`config.mk`:
```
export PLATFORM = sky130hd
export DESIGN_NAME = punc_controller_flat
export DESIGN_NICKNAME = d
export VERILOG_FILES = /design/src/rtl/punc_pkg.sv /design/src/rtl/punc_controller_if.sv /design/src/rtl/punc_branch_eval.sv /design/src/rtl/punc_controller.sv /design/src/flat_wrapper.sv
export SDC_FILE = /design/constraint.sdc
export NUM_CORES = 1
export LEC_CHECK = 0
export CORE_MARGIN = 1.5
export CORE_UTILIZATION = 36
export CTS_BUF_LIST = sky130_fd_sc_hd__clkbuf_4
export DETAILED_ROUTE_END_ITERATION = 16
export PLACE_DENSITY = 0.82
export SYNTH_ARGS = -nofsm -noshare
export SYNTH_HDL_FRONTEND = slang
export SYNTH_SLANG_ARGS = --single-unit
export TNS_END_PERCENT = 10
```
`constraint.sdc`:
```
create_clock -name clk -period 1.64 [get_ports clk]
set_input_delay 0.328 -clock clk [delete_from_list [all_inputs] [get_ports clk]]
set_output_delay 0.328 -clock clk [all_outputs]
set_load 0.01 [all_outputs]
```
`src/rtl/punc_pkg.sv`:
```
// Shared PUnC definitions: opcodes, controller states and datapath select encodings.
package punc_pkg;

    localparam int unsigned OP_W  = 4;
    localparam int unsigned NZP_W = 3;
    localparam int unsigned SEL_W = 2;

    localparam logic [NZP_W-1:0] CC_RESET = 3'b010;

    // LC3 opcodes
    localparam logic [OP_W-1:0] OP_BR   = 4'b0000;
    localparam logic [OP_W-1:0] OP_ADD  = 4'b0001;
    localparam logic [OP_W-1:0] OP_LD   = 4'b0010;
    localparam logic [OP_W-1:0] OP_ST   = 4'b0011;
    localparam logic [OP_W-1:0] OP_JSR  = 4'b0100;
    localparam logic [OP_W-1:0] OP_AND  = 4'b0101;
    localparam logic [OP_W-1:0] OP_LDR  = 4'b0110;
    localparam logic [OP_W-1:0] OP_STR  = 4'b0111;
    localparam logic [OP_W-1:0] OP_RTI  = 4'b1000;
    localparam logic [OP_W-1:0] OP_NOT  = 4'b1001;
    localparam logic [OP_W-1:0] OP_LDI  = 4'b1010;
    localparam logic [OP_W-1:0] OP_STI  = 4'b1011;
    localparam logic [OP_W-1:0] OP_JMP  = 4'b1100;
    localparam logic [OP_W-1:0] OP_RSV  = 4'b1101;
    localparam logic [OP_W-1:0] OP_LEA  = 4'b1110;
    localparam logic [OP_W-1:0] OP_TRAP = 4'b1111;

    typedef enum logic [2:0] {
        ST_FETCH,
        ST_DECODE,
        ST_EXEC,
        ST_MEM1,
        ST_MEM2,
        ST_HALT
    } state_e;

    // PC source
    localparam logic [SEL_W-1:0] PC_SEL_BASE  = 2'd0;
    localparam logic [SEL_W-1:0] PC_SEL_OFF9  = 2'd1;
    localparam logic [SEL_W-1:0] PC_SEL_OFF11 = 2'd2;
    // ALU operand 1
    localparam logic [SEL_W-1:0] OP1_SEL_SR1  = 2'd0;
    localparam logic [SEL_W-1:0] OP1_SEL_PC   = 2'd1;
    localparam logic [SEL_W-1:0] OP1_SEL_BASE = 2'd2;
    // ALU operand 2
    localparam logic OP2_SEL_SR2 = 1'b0;
    localparam logic OP2_SEL_EXT = 1'b1;
    // sign-extension field
    localparam logic [SEL_W-1:0] EXT_SEL_IMM5  = 2'd0;
    localparam logic [SEL_W-1:0] EXT_SEL_OFF6  = 2'd1;
    localparam logic [SEL_W-1:0] EXT_SEL_OFF9  = 2'd2;
    localparam logic [SEL_W-1:0] EXT_SEL_OFF11 = 2'd3;
    // register write-back source
    localparam logic [SEL_W-1:0] RES_SEL_SUM = 2'd0;
    localparam logic [SEL_W-1:0] RES_SEL_AND = 2'd1;
    localparam logic [SEL_W-1:0] RES_SEL_NOT = 2'd2;
    localparam logic [SEL_W-1:0] RES_SEL_MEM = 2'd3;
    // MAR source
    localparam logic MAR_SEL_ALU = 1'b0;
    localparam logic MAR_SEL_MEM = 1'b1;

    // Datapath control word
    typedef struct packed {
        logic             ir_ld;
        logic             pc_inc;
        logic             pc_ld;
        logic [SEL_W-1:0] pc_sel;
        logic [SEL_W-1:0] op1_sel;
        logic             op2_sel;
        logic [SEL_W-1:0] extend_sel;
        logic [SEL_W-1:0] result_sel;
        logic             rf_w_en;
        logic             rf_w_r7;
        logic             mar_ld;
        logic             mar_sel;
        logic             mem_w_en;
    } ctrl_t;

endpackage

```
`src/rtl/punc_controller_if.sv`:
```
// Controller <-> datapath bundle: IR fields and result flags in, control word out.
interface punc_ctrl_if;
    import punc_pkg::*;

    logic [OP_W-1:0]  opcode;
    logic [NZP_W-1:0] ir_nzp;
    logic             ir_imm;
    logic             ir_jsr_long;
    logic             res_n;
    logic             res_z;
    logic             res_p;

    logic             ir_ld;
    logic             pc_inc;
    logic             pc_ld;
    logic [SEL_W-1:0] pc_sel;
    logic [SEL_W-1:0] op1_sel;
    logic             op2_sel;
    logic [SEL_W-1:0] extend_sel;
    logic [SEL_W-1:0] result_sel;
    logic             rf_w_en;
    logic             rf_w_r7;
    logic             mar_ld;
    logic             mar_sel;
    logic             mem_w_en;
    logic [NZP_W-1:0] cc;
    logic             halted;

    modport master (
        input  opcode, ir_nzp, ir_imm, ir_jsr_long, res_n, res_z, res_p,
        output ir_ld, pc_inc, pc_ld, pc_sel, op1_sel, op2_sel, extend_sel,
               result_sel, rf_w_en, rf_w_r7, mar_ld, mar_sel, mem_w_en, cc, halted
    );

    modport slave (
        output opcode, ir_nzp, ir_imm, ir_jsr_long, res_n, res_z, res_p,
        input  ir_ld, pc_inc, pc_ld, pc_sel, op1_sel, op2_sel, extend_sel,
               result_sel, rf_w_en, rf_w_r7, mar_ld, mar_sel, mem_w_en, cc, halted
    );

endinterface

```
`src/rtl/punc_branch_eval.sv`:
```
// N/Z/P condition-code register and branch-taken evaluation.
module punc_branch_eval
    import punc_pkg::*;
(
    input  logic             clk,
    input  logic             rst,
    input  logic             cc_ld,
    input  logic [NZP_W-1:0] res_nzp,
    input  logic [NZP_W-1:0] ir_nzp,
    output logic [NZP_W-1:0] cc,
    output logic             taken
);

    logic [NZP_W-1:0] cc_q;
    logic [NZP_W-1:0] cc_d;

    // Capture write-back flags on the write-back cycle
    always_comb begin
        cc_d = cc_q;
        if (cc_ld) begin
            cc_d = res_nzp;
        end
    end

    // Condition-code register
    always_ff @(posedge clk) begin
        if (rst) begin
            cc_q <= CC_RESET;
        end else begin
            cc_q <= cc_d;
        end
    end

    assign cc    = cc_q;
    assign taken = |(ir_nzp & cc_q);

endmodule

```
`src/rtl/punc_controller.sv`:
```
// PUnC LC3 control unit: fetch/decode/execute/memory sequencing and datapath control.
// Optional build macro PUNC_TRAP_HALT_EN: TRAP stops the core in HALT until reset.
module punc_controller
    import punc_pkg::*;
(
    input  logic        clk,
    input  logic        rst,
    punc_ctrl_if.master bus
);

    state_e state_q;
    state_e state_d;
    ctrl_t  ctrl_c;
    ctrl_t  ctrl_out;
    logic   cc_ld;
    logic   taken;

    punc_branch_eval u_branch_eval (
        .clk     (clk),
        .rst     (rst),
        .cc_ld   (cc_ld),
        .res_nzp ({bus.res_n, bus.res_z, bus.res_p}),
        .ir_nzp  (bus.ir_nzp),
        .cc      (bus.cc),
        .taken   (taken)
    );

    // State register
    always_ff @(posedge clk) begin
        if (rst) begin
            state_q <= ST_FETCH;
        end else begin
            state_q <= state_d;
        end
    end

    // Next state and Moore control decode from state plus IR fields
    always_comb begin
        state_d = state_q;
        ctrl_c  = '0;
        cc_ld   = 1'b0;
        case (state_q)
            ST_FETCH: begin
                ctrl_c.ir_ld = 1'b1;
                state_d      = ST_DECODE;
            end
            ST_DECODE: begin
                ctrl_c.pc_inc = 1'b1;
                state_d       = ST_EXEC;
            end
            ST_EXEC: begin
                state_d = ST_FETCH;
                case (bus.opcode)
                    OP_ADD, OP_AND: begin
                        ctrl_c.op1_sel    = OP1_SEL_SR1;
                        ctrl_c.op2_sel    = bus.ir_imm;
                        ctrl_c.extend_sel = EXT_SEL_IMM5;
                        ctrl_c.result_sel = (bus.opcode == OP_AND) ? RES_SEL_AND : RES_SEL_SUM;
                        ctrl_c.rf_w_en    = 1'b1;
                        cc_ld             = 1'b1;
                    end
                    OP_NOT: begin
                        ctrl_c.result_sel = RES_SEL_NOT;
                        ctrl_c.rf_w_en    = 1'b1;
                        cc_ld             = 1'b1;
                    end
                    OP_LEA: begin
                        ctrl_c.op1_sel    = OP1_SEL_PC;
                        ctrl_c.op2_sel    = OP2_SEL_EXT;
                        ctrl_c.extend_sel = EXT_SEL_OFF9;
                        ctrl_c.result_sel = RES_SEL_SUM;
                        ctrl_c.rf_w_en    = 1'b1;
                        cc_ld             = 1'b1;
                    end
                    OP_BR: begin
                        if (taken) begin
                            ctrl_c.pc_ld  = 1'b1;
                            ctrl_c.pc_sel = PC_SEL_OFF9;
                        end
                    end
                    OP_JMP: begin
                        ctrl_c.pc_ld  = 1'b1;
                        ctrl_c.pc_sel = PC_SEL_BASE;
                    end
                    OP_JSR: begin
                        // Link value is PC + 0; the datapath zeroes the offset while rf_w_r7 is set
                        ctrl_c.op1_sel    = OP1_SEL_PC;
                        ctrl_c.op2_sel    = OP2_SEL_EXT;
                        ctrl_c.extend_sel = EXT_SEL_IMM5;
                        ctrl_c.result_sel = RES_SEL_SUM;
                        ctrl_c.rf_w_en    = 1'b1;
                        ctrl_c.rf_w_r7    = 1'b1;
                        ctrl_c.pc_ld      = 1'b1;
                        ctrl_c.pc_sel     = bus.ir_jsr_long ? PC_SEL_OFF11 : PC_SEL_BASE;
                    end
                    OP_LD, OP_ST, OP_LDI, OP_STI: begin
                        ctrl_c.op1_sel    = OP1_SEL_PC;
                        ctrl_c.op2_sel    = OP2_SEL_EXT;
                        ctrl_c.extend_sel = EXT_SEL_OFF9;
                        ctrl_c.mar_ld     = 1'b1;
                        ctrl_c.mar_sel    = MAR_SEL_ALU;
                        state_d           = ST_MEM1;
                    end
                    OP_LDR, OP_STR: begin
                        ctrl_c.op1_sel    = OP1_SEL_BASE;
                        ctrl_c.op2_sel    = OP2_SEL_EXT;
                        ctrl_c.extend_sel = EXT_SEL_OFF6;
                        ctrl_c.mar_ld     = 1'b1;
                        ctrl_c.mar_sel    = MAR_SEL_ALU;
                        state_d           = ST_MEM1;
                    end
`ifdef PUNC_TRAP_HALT_EN
                    OP_TRAP: begin
                        state_d = ST_HALT;
                    end
`endif
                    default: begin
                    end
                endcase
            end
            ST_MEM1: begin
                state_d = ST_FETCH;
                case (bus.opcode)
                    OP_LD, OP_LDR: begin
                        ctrl_c.result_sel = RES_SEL_MEM;
                        ctrl_c.rf_w_en    = 1'b1;
                        cc_ld             = 1'b1;
                    end
                    OP_ST, OP_STR: begin
                        ctrl_c.mem_w_en = 1'b1;
                    end
                    OP_LDI, OP_STI: begin
                        ctrl_c.mar_ld  = 1'b1;
                        ctrl_c.mar_sel = MAR_SEL_MEM;
                        state_d        = ST_MEM2;
                    end
                    default: begin
                    end
                endcase
            end
            ST_MEM2: begin
                state_d = ST_FETCH;
                case (bus.opcode)
                    OP_LDI: begin
                        ctrl_c.result_sel = RES_SEL_MEM;
                        ctrl_c.rf_w_en    = 1'b1;
                        cc_ld             = 1'b1;
                    end
                    OP_STI: begin
                        ctrl_c.mem_w_en = 1'b1;
                    end
                    default: begin
                    end
                endcase
            end
            ST_HALT: begin
                state_d = ST_HALT;
            end
            default: begin
                state_d = ST_FETCH;
            end
        endcase
    end

    // Reset masks every control output so no write escapes the reset cycle
    assign ctrl_out = rst ? '0 : ctrl_c;

    assign bus.ir_ld      = ctrl_out.ir_ld;
    assign bus.pc_inc     = ctrl_out.pc_inc;
    assign bus.pc_ld      = ctrl_out.pc_ld;
    assign bus.pc_sel     = ctrl_out.pc_sel;
    assign bus.op1_sel    = ctrl_out.op1_sel;
    assign bus.op2_sel    = ctrl_out.op2_sel;
    assign bus.extend_sel = ctrl_out.extend_sel;
    assign bus.result_sel = ctrl_out.result_sel;
    assign bus.rf_w_en    = ctrl_out.rf_w_en;
    assign bus.rf_w_r7    = ctrl_out.rf_w_r7;
    assign bus.mar_ld     = ctrl_out.mar_ld;
    assign bus.mar_sel    = ctrl_out.mar_sel;
    assign bus.mem_w_en   = ctrl_out.mem_w_en;

`ifdef PUNC_TRAP_HALT_EN
    assign bus.halted = (state_q == ST_HALT) && !rst;
`else
    assign bus.halted = 1'b0;
`endif

endmodule
```
`src/flat_wrapper.sv`:
```
// flat-port wrapper written by rule: the top's interface ports become plain ports
module punc_controller_flat import punc_pkg::*;
  (clk, rst, bus_opcode, bus_ir_nzp, bus_ir_imm, bus_ir_jsr_long, bus_res_n, bus_res_z, bus_res_p, bus_ir_ld, bus_pc_inc, bus_pc_ld, bus_pc_sel, bus_op1_sel, bus_op2_sel, bus_extend_sel, bus_result_sel, bus_rf_w_en, bus_rf_w_r7, bus_mar_ld, bus_mar_sel, bus_mem_w_en, bus_cc, bus_halted);
  punc_ctrl_if bus_i ();
  input  logic clk;
  input  logic rst;
  input wire logic [$bits(bus_i.opcode)-1:0] bus_opcode;
  input wire logic [$bits(bus_i.ir_nzp)-1:0] bus_ir_nzp;
  input wire logic [$bits(bus_i.ir_imm)-1:0] bus_ir_imm;
  input wire logic [$bits(bus_i.ir_jsr_long)-1:0] bus_ir_jsr_long;
  input wire logic [$bits(bus_i.res_n)-1:0] bus_res_n;
  input wire logic [$bits(bus_i.res_z)-1:0] bus_res_z;
  input wire logic [$bits(bus_i.res_p)-1:0] bus_res_p;
  output wire logic [$bits(bus_i.ir_ld)-1:0] bus_ir_ld;
  output wire logic [$bits(bus_i.pc_inc)-1:0] bus_pc_inc;
  output wire logic [$bits(bus_i.pc_ld)-1:0] bus_pc_ld;
  output wire logic [$bits(bus_i.pc_sel)-1:0] bus_pc_sel;
  output wire logic [$bits(bus_i.op1_sel)-1:0] bus_op1_sel;
  output wire logic [$bits(bus_i.op2_sel)-1:0] bus_op2_sel;
  output wire logic [$bits(bus_i.extend_sel)-1:0] bus_extend_sel;
  output wire logic [$bits(bus_i.result_sel)-1:0] bus_result_sel;
  output wire logic [$bits(bus_i.rf_w_en)-1:0] bus_rf_w_en;
  output wire logic [$bits(bus_i.rf_w_r7)-1:0] bus_rf_w_r7;
  output wire logic [$bits(bus_i.mar_ld)-1:0] bus_mar_ld;
  output wire logic [$bits(bus_i.mar_sel)-1:0] bus_mar_sel;
  output wire logic [$bits(bus_i.mem_w_en)-1:0] bus_mem_w_en;
  output wire logic [$bits(bus_i.cc)-1:0] bus_cc;
  output wire logic [$bits(bus_i.halted)-1:0] bus_halted;
  assign bus_i.opcode = bus_opcode;
  assign bus_i.ir_nzp = bus_ir_nzp;
  assign bus_i.ir_imm = bus_ir_imm;
  assign bus_i.ir_jsr_long = bus_ir_jsr_long;
  assign bus_i.res_n = bus_res_n;
  assign bus_i.res_z = bus_res_z;
  assign bus_i.res_p = bus_res_p;
  assign bus_ir_ld = bus_i.ir_ld;
  assign bus_pc_inc = bus_i.pc_inc;
  assign bus_pc_ld = bus_i.pc_ld;
  assign bus_pc_sel = bus_i.pc_sel;
  assign bus_op1_sel = bus_i.op1_sel;
  assign bus_op2_sel = bus_i.op2_sel;
  assign bus_extend_sel = bus_i.extend_sel;
  assign bus_result_sel = bus_i.result_sel;
  assign bus_rf_w_en = bus_i.rf_w_en;
  assign bus_rf_w_r7 = bus_i.rf_w_r7;
  assign bus_mar_ld = bus_i.mar_ld;
  assign bus_mar_sel = bus_i.mar_sel;
  assign bus_mem_w_en = bus_i.mem_w_en;
  assign bus_cc = bus_i.cc;
  assign bus_halted = bus_i.halted;
  punc_controller u_core (.clk(clk), .rst(rst), .bus(bus_i));
endmodule
```
### Word level (Yosys, flattened, before mapping)

Index checks and enable logic that the tools add are counted.

| word-level totals | value |
|---|---|
| bits in latches | 0 |
| word-level logic and storage cells | 60 |
| bits of input ports | 14 |
| RAM bits | 0 |
| memories | 0 |
| bits in registers | 6 |
| bits in read-only memories | 0 |

| cells by class | value |
|---|---|
| mux-type cells | 28 |
| div/mod/pow operators | 0 |
| shift operators | 0 |
| reductions and logical operators | 12 |
| multipliers | 0 |
| bitwise gates (word level) | 1 |
| order comparisons | 0 |
| $add $sub $neg | 0 |
| equal/unequal tests | 17 |

Operator list:

| kind | number |
|---|---|
| one-hot mux 3 bit (3 select lines) | 3 |
| equality test 4 bit, second input constant | 5 |
| one-hot mux 5 bit (4 select lines) | 1 |
| 2-to-1 mux 17 bit | 1 |
| equality test 4 x 3 -> 1 bit, second input constant | 4 |
| one-hot mux 3 bit (5 select lines) | 1 |
| 2-to-1 mux 3 bit | 4 |
| OR reduction 2 bit | 6 |
| 2-to-1 mux 1 bit | 10 |
| equality test 4 x 2 -> 1 bit, second input constant | 2 |
| 2-to-1 mux 2 bit | 4 |
| 2-to-1 mux 8 bit | 1 |
| equality test 3 x 2 -> 1 bit, second input constant | 2 |
| equality test 3 bit, second input constant | 2 |
| OR reduction 6 bit | 1 |
| OR reduction 5 bit | 1 |
| equality test 4 x 1 -> 1 bit, second input constant | 1 |
| logical NOT 4 bit | 1 |
| one-hot mux 2 bit (2 select lines) | 1 |
| OR reduction 4 bit | 1 |
| bitwise AND 3 bit | 1 |
| equality test 3 x 1 -> 1 bit, second input constant | 1 |
| logical NOT 3 bit | 1 |
| one-hot mux 1 bit (3 select lines) | 1 |
| 2 further kinds | 2 |

### Logic depth before layout (Yosys ltp)

| logic depth | value |
|---|---|
| depth after elaboration | 6 |
| mapped depth | 5 |
| gate-level depth less buffers | 4 |

### Cells and area by module

Synthesis repeated with hierarchy kept, for this count alone.

| unflattened totals | value |
|---|---|
| cell total of the unflattened synthesis | 78 |
| area total of the unflattened synthesis | 579.3 µm² |

By module, submodules not included:

| module | seq. area each (µm²) | area each (µm²) | instances | cells an instance |
|---|---|---|---|---|
| punc_controller | 60.1 | 462.9 | 1 | 67 |
| punc_branch_eval | 60.1 | 116.4 | 1 | 11 |

### Least setup slack after synthesis

No wires, ideal clock.

| timing path | value |
|---|---|
| path kind | register -> output |
| start point | reg u_core.state_q[0] |
| end point | out bus_pc_sel[1] |
| arrival | 1.372 ns |
| buffers on the path | 1 |
| slack | -0.060 ns |
| stages on the path, launching flop included | 6 |
| path through | dfxtp_1 -> clkbuf_1 -> nor4b_2 -> nand3_1 -> nor2_1 -> and2_1 |

| on the way | value |
|---|---|
| word-level cells in the longest chain between the ends | 3 |

RTL lines:

| item | line | text |
|---|---|---|
| from (decl) | punc_controller.sv:11 | `state_e state_q;` |
| from (signal assigned) | punc_controller.sv:33 | `state_q <= state_d;` |
| equality test 3 x 2 -> 1 bit | punc_controller.sv:42 | `case (state_q)` |
| 2-to-1 mux 8 bit | punc_controller.sv:42 |  |
| 2-to-1 mux 17 bit | punc_controller.sv:166 | `assign ctrl_out = rst ? '0 : ctrl_c;` |
| to (decl) | flat_wrapper.sv:17 | `output wire logic [$bits(bus_i.pc_sel)-1:0] bus_pc_sel;` |

Every way passes these cells.

### Worst setup path after layout

| timing path | value |
|---|---|
| start point | reg u_core.state_q[2] |
| end point | out bus_result_sel[0] |

| on the way | value |
|---|---|
| word-level cells in the longest chain between the ends | 3 |
| elaborated cells on any way between the ends | 5 |
| those cells by class | eq/ne: 3; mux: 2 |

RTL lines:

| item | line | text |
|---|---|---|
| equality test 3 bit / equality test 3 x 2 -> 1 bit (equally long branches) | punc_controller.sv:42 |  |
| one-hot mux 3 bit (3 select lines) (*) | punc_controller.sv:42 |  |
| 2-to-1 mux 17 bit (*) | punc_controller.sv:166 |  |
| to (decl) | flat_wrapper.sv:21 | `output wire logic [$bits(bus_i.result_sel)-1:0] bus_result_sel;` |

Every way passes the cells marked *; elsewhere a longest branch is shown, timed or not.

==> impl_table.tex <==
\begin{tabular}{lr}
\hline
Metric & Value \\
\hline
\multicolumn{2}{l}{\textbf{Synth}} \\
\quad Top cells by area, synth & sky130\_fd\_sc\_hd\_\_dfxtp\_1 (19\%), sky130\_fd\_sc\_hd\_\_nand2b\_1 (6.8\%), sky130\_fd\_sc\_hd\_\_mux2i\_1 (6.2\%) \\
\quad Post-synth net total & 94 \\
\quad Area share of the largest cell type after synthesis & approximately a fifth \\
\quad Avg Cell Area, Syn & 8.02 sq um \\
\quad Number of enable flip-flop cells after synthesis & 0 \\
\quad Cell type with the highest aggregate area in the netlist & sky130\_fd\_sc\_hd\_\_dfxtp\_1 \\
\quad Synth Instances & 80 \\
\quad Share of synthesized flip-flops with an asynchronous set or reset & 0\% \\
\quad Register bit total from synthesis & 6 \\
\quad Part of the Yosys area used for sequential elements & about a fifth \\
\quad Most common flop cell mapped by yosys & sky130\_fd\_sc\_hd\_\_dfxtp\_1 \\
\quad Unique cell type count in the Yosys netlist & 36 \\
\quad Netlist area before placement & between 600 and 700 sq um \\
\quad Total of warnings raised by yosys & 0 \\
\multicolumn{2}{l}{\textbf{Critical path}} \\
\quad Startpoint kind of the worst setup timing path & flop \\
\quad Kind of capture point of the worst setup path & output port \\
\quad Crit path arrival time & between 1500 and 2000 ps \\
\quad Dominant delay contributor by cell family on the critical path & simple AND/OR/NAND/NOR gates \\
\quad Setup Crit Path Kind & flop to output port \\
\quad CP cell instances & or3b\_4 -> o32ai\_4 -> buf\_6 -> nand2\_4 -> a21oi\_2 -> buf\_2 \\
\quad Endpoint required time on the critical path & between 1000 and 1500 ps \\
\quad Worst-path fanout max & 3 \\
\quad CP Buf/Inv Count & 2 \\
\quad Cell at the slowest stage of the critical path & sky130\_fd\_sc\_hd\_\_or3b\_4 \\
\quad Peak per-stage delay on the critical path & around 400 ps \\
\quad Number of cells on the worst reg-to-reg path & 7 \\
\quad Number of cells on the critical path & 6 \\
\multicolumn{2}{l}{\textbf{Clock network}} \\
\quad Longest Clk Path Bufs & 2 \\
\quad Clk\_lat worst skew & 250 ps \\
\quad Clock slew seen by the registers of the worst setup and hold paths & roughly 50 ps \\
\quad CTS buffer count & 3 \\
\quad H-tree depth & 1 \\
\quad Number of clock sinks seen by CTS & 6 \\
\quad Root Buffer & sky130\_fd\_sc\_hd\_\_clkbuf\_4 \\
\quad CTS tree & built \\
\quad Number of buffers inserted for hold repair after clock tree synthesis & 0 \\
\multicolumn{2}{l}{\textbf{Drt}} \\
\quad Number of remaining DRC errors & 0 \\
\quad Via density & roughly 5 \\
\quad Detailed router's first-iteration violation count & 12 \\
\quad Mean routed wirelength per cell & 14.6 um \\
\quad Detailed-router iteration count before antenna repair & 4 \\
\quad Routed Antenna Nets & 0 \\
\quad Routed via count & 831 \\
\quad Final wirelength & 2370 um \\
\multicolumn{2}{l}{\textbf{Power}} \\
\quad Flop pwr share & a little under a third \\
\quad Combinational fraction of design power & a little over two fifths \\
\quad Power per cell area & about 420 mW/mm\^{}2 \\
\quad Worst vdd rail ir drop & about 0.00045 V \\
\quad Cell internal power dissipation & $\sim$0.36 mW \\
\quad Clock network fraction of design power & between 20\% and 30\% \\
\quad Total net switching power & 0.173 mW \\
\quad Static Leakage & roughly 0.57 nW \\
\quad Net switching share of the total power & between 30 and 40\% \\
\multicolumn{2}{l}{\textbf{Floorplanning}} \\
\quad X dimension of the die & 45.2 um \\
\quad Number of cell rows & 15 \\
\quad Die footprint & a little over 0.002 sq mm \\
\quad I/O pin count & 35 \\
\quad Area of the core & around 0.0017 sq mm \\
\quad Die Ht & roughly 45 um \\
\quad Effective utilization at floorplan & 37.6\% \\
\multicolumn{2}{l}{\textbf{Placement}} \\
\quad Placer's final routability congestion estimate & slightly above 0.9 \\
\quad Area after detailed placement & around 0.0012 sq mm \\
\quad Number of port buffers & 33 \\
\quad HPWL after DPL & roughly 1700 um \\
\multicolumn{2}{l}{\textbf{Timing}} \\
\quad Post-route fraction of the period consumed by the critical path & 125\% \\
\quad Setup repair after global routing missed its margin & true \\
\quad Minimum clock period after layout & $\sim$2100 ps \\
\quad Final Worst Setup Slack & -416 ps \\
\quad Clock Skew & about 6.1 ps \\
\quad Pins over their slew limit & 0 \\
\quad Achievable Freq & between 0.4 and 0.5 GHz \\
\quad Final setup viols & 18 \\
\quad Final hold viol count & 0 \\
\quad Total negative slack for setup checks & -3850 ps \\
\multicolumn{2}{l}{\textbf{Global routing}} \\
\quad Vias in the first global route & 852 \\
\quad Number of antenna violations at the first check in global routing & 0 \\
\quad Pin count of the biggest net entering global routing & 12 \\
\quad Sum of overflow across all layers after global routing & 0 \\
\quad GRT Overall Usage & 25.2\% \\
\quad First-pass GRT wire length & $\sim$3700 um \\
\multicolumn{2}{l}{\textbf{Layout}} \\
\quad Final core utilization & between 70\% and 80\% \\
\quad Synthesis-to-finish area growth & 97.9\% \\
\quad Fill cell count & 119 \\
\quad Diodes inserted & 0 \\
\quad Fraction of final layout cells with drive strength greater than 1 & $\sim$55\% \\
\quad Nets@finish & about 150 \\
\quad Fin area & 0.00127 sq mm \\
\multicolumn{2}{l}{\textbf{Worst hold path}} \\
\quad Cell count of the worst hold path & 3 \\
\quad Class of the tightest hold or removal check & flop to flop \\
\multicolumn{2}{l}{\textbf{Status}} \\
\quad Violations in the final reports & setup timing \\
\quad Result of the run & complete, but fails checks \\
\multicolumn{2}{l}{\textbf{Run}} \\
\quad Total of max-cap violations & 0 \\
\hline
\end{tabular}
power by group through the flow:
stage	combinational (mW)	clock (mW)	sequential [mW]
after global routing	0.246	0.155	0.162
after detailed placement	0.208	0	0.161
after CTS	0.218	0.146	0.159
after global placement	0.205	0	0.161
final	0.230	0.144	0.161
after floorplan	0.0914	0	0.161
cells in the mapped netlist, types with 2 or more instances:
master                     instances
sky130_fd_sc_hd__and4_1            2
sky130_fd_sc_hd__o21ai_1           2
sky130_fd_sc_hd__or3b_1            2
sky130_fd_sc_hd__clkbuf_1          2
sky130_fd_sc_hd__nor4b_1           2
sky130_fd_sc_hd__mux2i_1           4
sky130_fd_sc_hd__buf_2             3
sky130_fd_sc_hd__nor2_1            8
sky130_fd_sc_hd__nor2b_1           6
sky130_fd_sc_hd__a21oi_1           3
sky130_fd_sc_hd__nand2b_1          7
sky130_fd_sc_hd__nand2_1           2
sky130_fd_sc_hd__dfxtp_1           6
sky130_fd_sc_hd__nand3_1           4
sky130_fd_sc_hd__nor3b_1           2
sky130_fd_sc_hd__and3_1            3
sky130_fd_sc_hd__buf_4             2
sky130_fd_sc_hd__nor4_1            2
through the flow:
step           worst slack [ps]  power, mW  instances  hold WS [ps]
2_1_floorplan             -40.7      0.253         80           479
3_3_place_gp               -854      0.366        157           590
3_5_place_dp               -928      0.370        157           599
4_1_cts                    -451      0.523        162           611
5_1_grt                    -511      0.562        162           653
6_report                   -416      0.535        162           607
sequential cells by signal, indices dropped and copies added, names as in the netlist:
| name | flops |
|---|---|
| u_core.u_branch_eval.cc | 3 |
| u_core.state_q | 3 |
path summary, 6_finish.rpt:
kind / slack, ps / start / end
worst max-delay path: -420 / u_core.state_q[2] / bus_result_sel[0]
worst min-delay path: 610 / u_core.u_branch_eval.cc[0] / u_core.u_branch_eval.cc[0]
worst max register to register: 0 / u_core.state_q[2] / u_core.u_branch_eval.cc[1]
worst min register to register: 610 / u_core.u_branch_eval.cc[0] / u_core.u_branch_eval.cc[0]
final cells by class:
class	instances	area [sq um]	share of cell area, %
Multi-Input combinational cell	65	579	45.6
Inverter	2	7.51	0.591
Sequential cell	6	124	9.75
Tap cell	25	31.3	2.46
Timing Repair Buffer	61	505	39.8
Clock buffer	3	22.5	1.77
worst reg2reg max path, stage by stage (launching register included):
cell,delay (ps)
sky130_fd_sc_hd__dfxtp_2,340
sky130_fd_sc_hd__buf_4,210
sky130_fd_sc_hd__nand2b_4,180
sky130_fd_sc_hd__o32ai_4,80
sky130_fd_sc_hd__buf_6,140
sky130_fd_sc_hd__a211oi_4,240
sky130_fd_sc_hd__buf_4,190
sky130_fd_sc_hd__mux2i_1,180
cell usage in the layout (no fill, tap or decap), types with 4 or more instances in the layout:
master | Yosys | routed
sky130_fd_sc_hd__dlygate4sd2_1 | 0 | 5
sky130_fd_sc_hd__nor2_1 | 8 | 5
sky130_fd_sc_hd__mux2i_1 | 4 | 4
sky130_fd_sc_hd__nor2b_1 | 6 | 4
sky130_fd_sc_hd__buf_4 | 2 | 26
sky130_fd_sc_hd__clkdlybuf4s15_2 | 0 | 5
sky130_fd_sc_hd__clkdlybuf4s50_1 | 0 | 12
sky130_fd_sc_hd__buf_6 | 0 | 4
sky130_fd_sc_hd__buf_2 | 3 | 8
sky130_fd_sc_hd__nand2b_1 | 7 | 6
routing by layer:
layer | vias to the layer above | share of wire [%] | GRT usage [%]
li1 | 405 | - | -
met1 | 389 | 41 | 30.5
met2 | 31 | 53 | 43.1
met3 | 6 | 3.4 | 2.40
met4 | 0 | 3.4 | 14.1
met5 | - | 0 | 0
kinds of logic (layout without fill, tap and decap cells):
kind of cell	Yosys count	after routing	synth area share, %
other	1	1	0.584
muxes	4	4	6.24
buffers and inverters	9	66	7.02
DFF	6	6	18.7
xor gates and xnor gates	1	1	1.36
AOI/OAI and AO/OA	13	13	18.5
and+or+nand+nor	46	46	47.6
what timing repair did:
| action | 4_1_cts | 5_1_grt |
|---|---|---|
| gates cloned | 0 | 0 |
| pin swaps | 7 | 3 |
| gates resized for setup | 85 | 11 |
| setup buffers | 2 | 0 |
| setup endpoints to repair | 20 | 20 |
No activity file was read; power rests on OpenSTA's default activity.
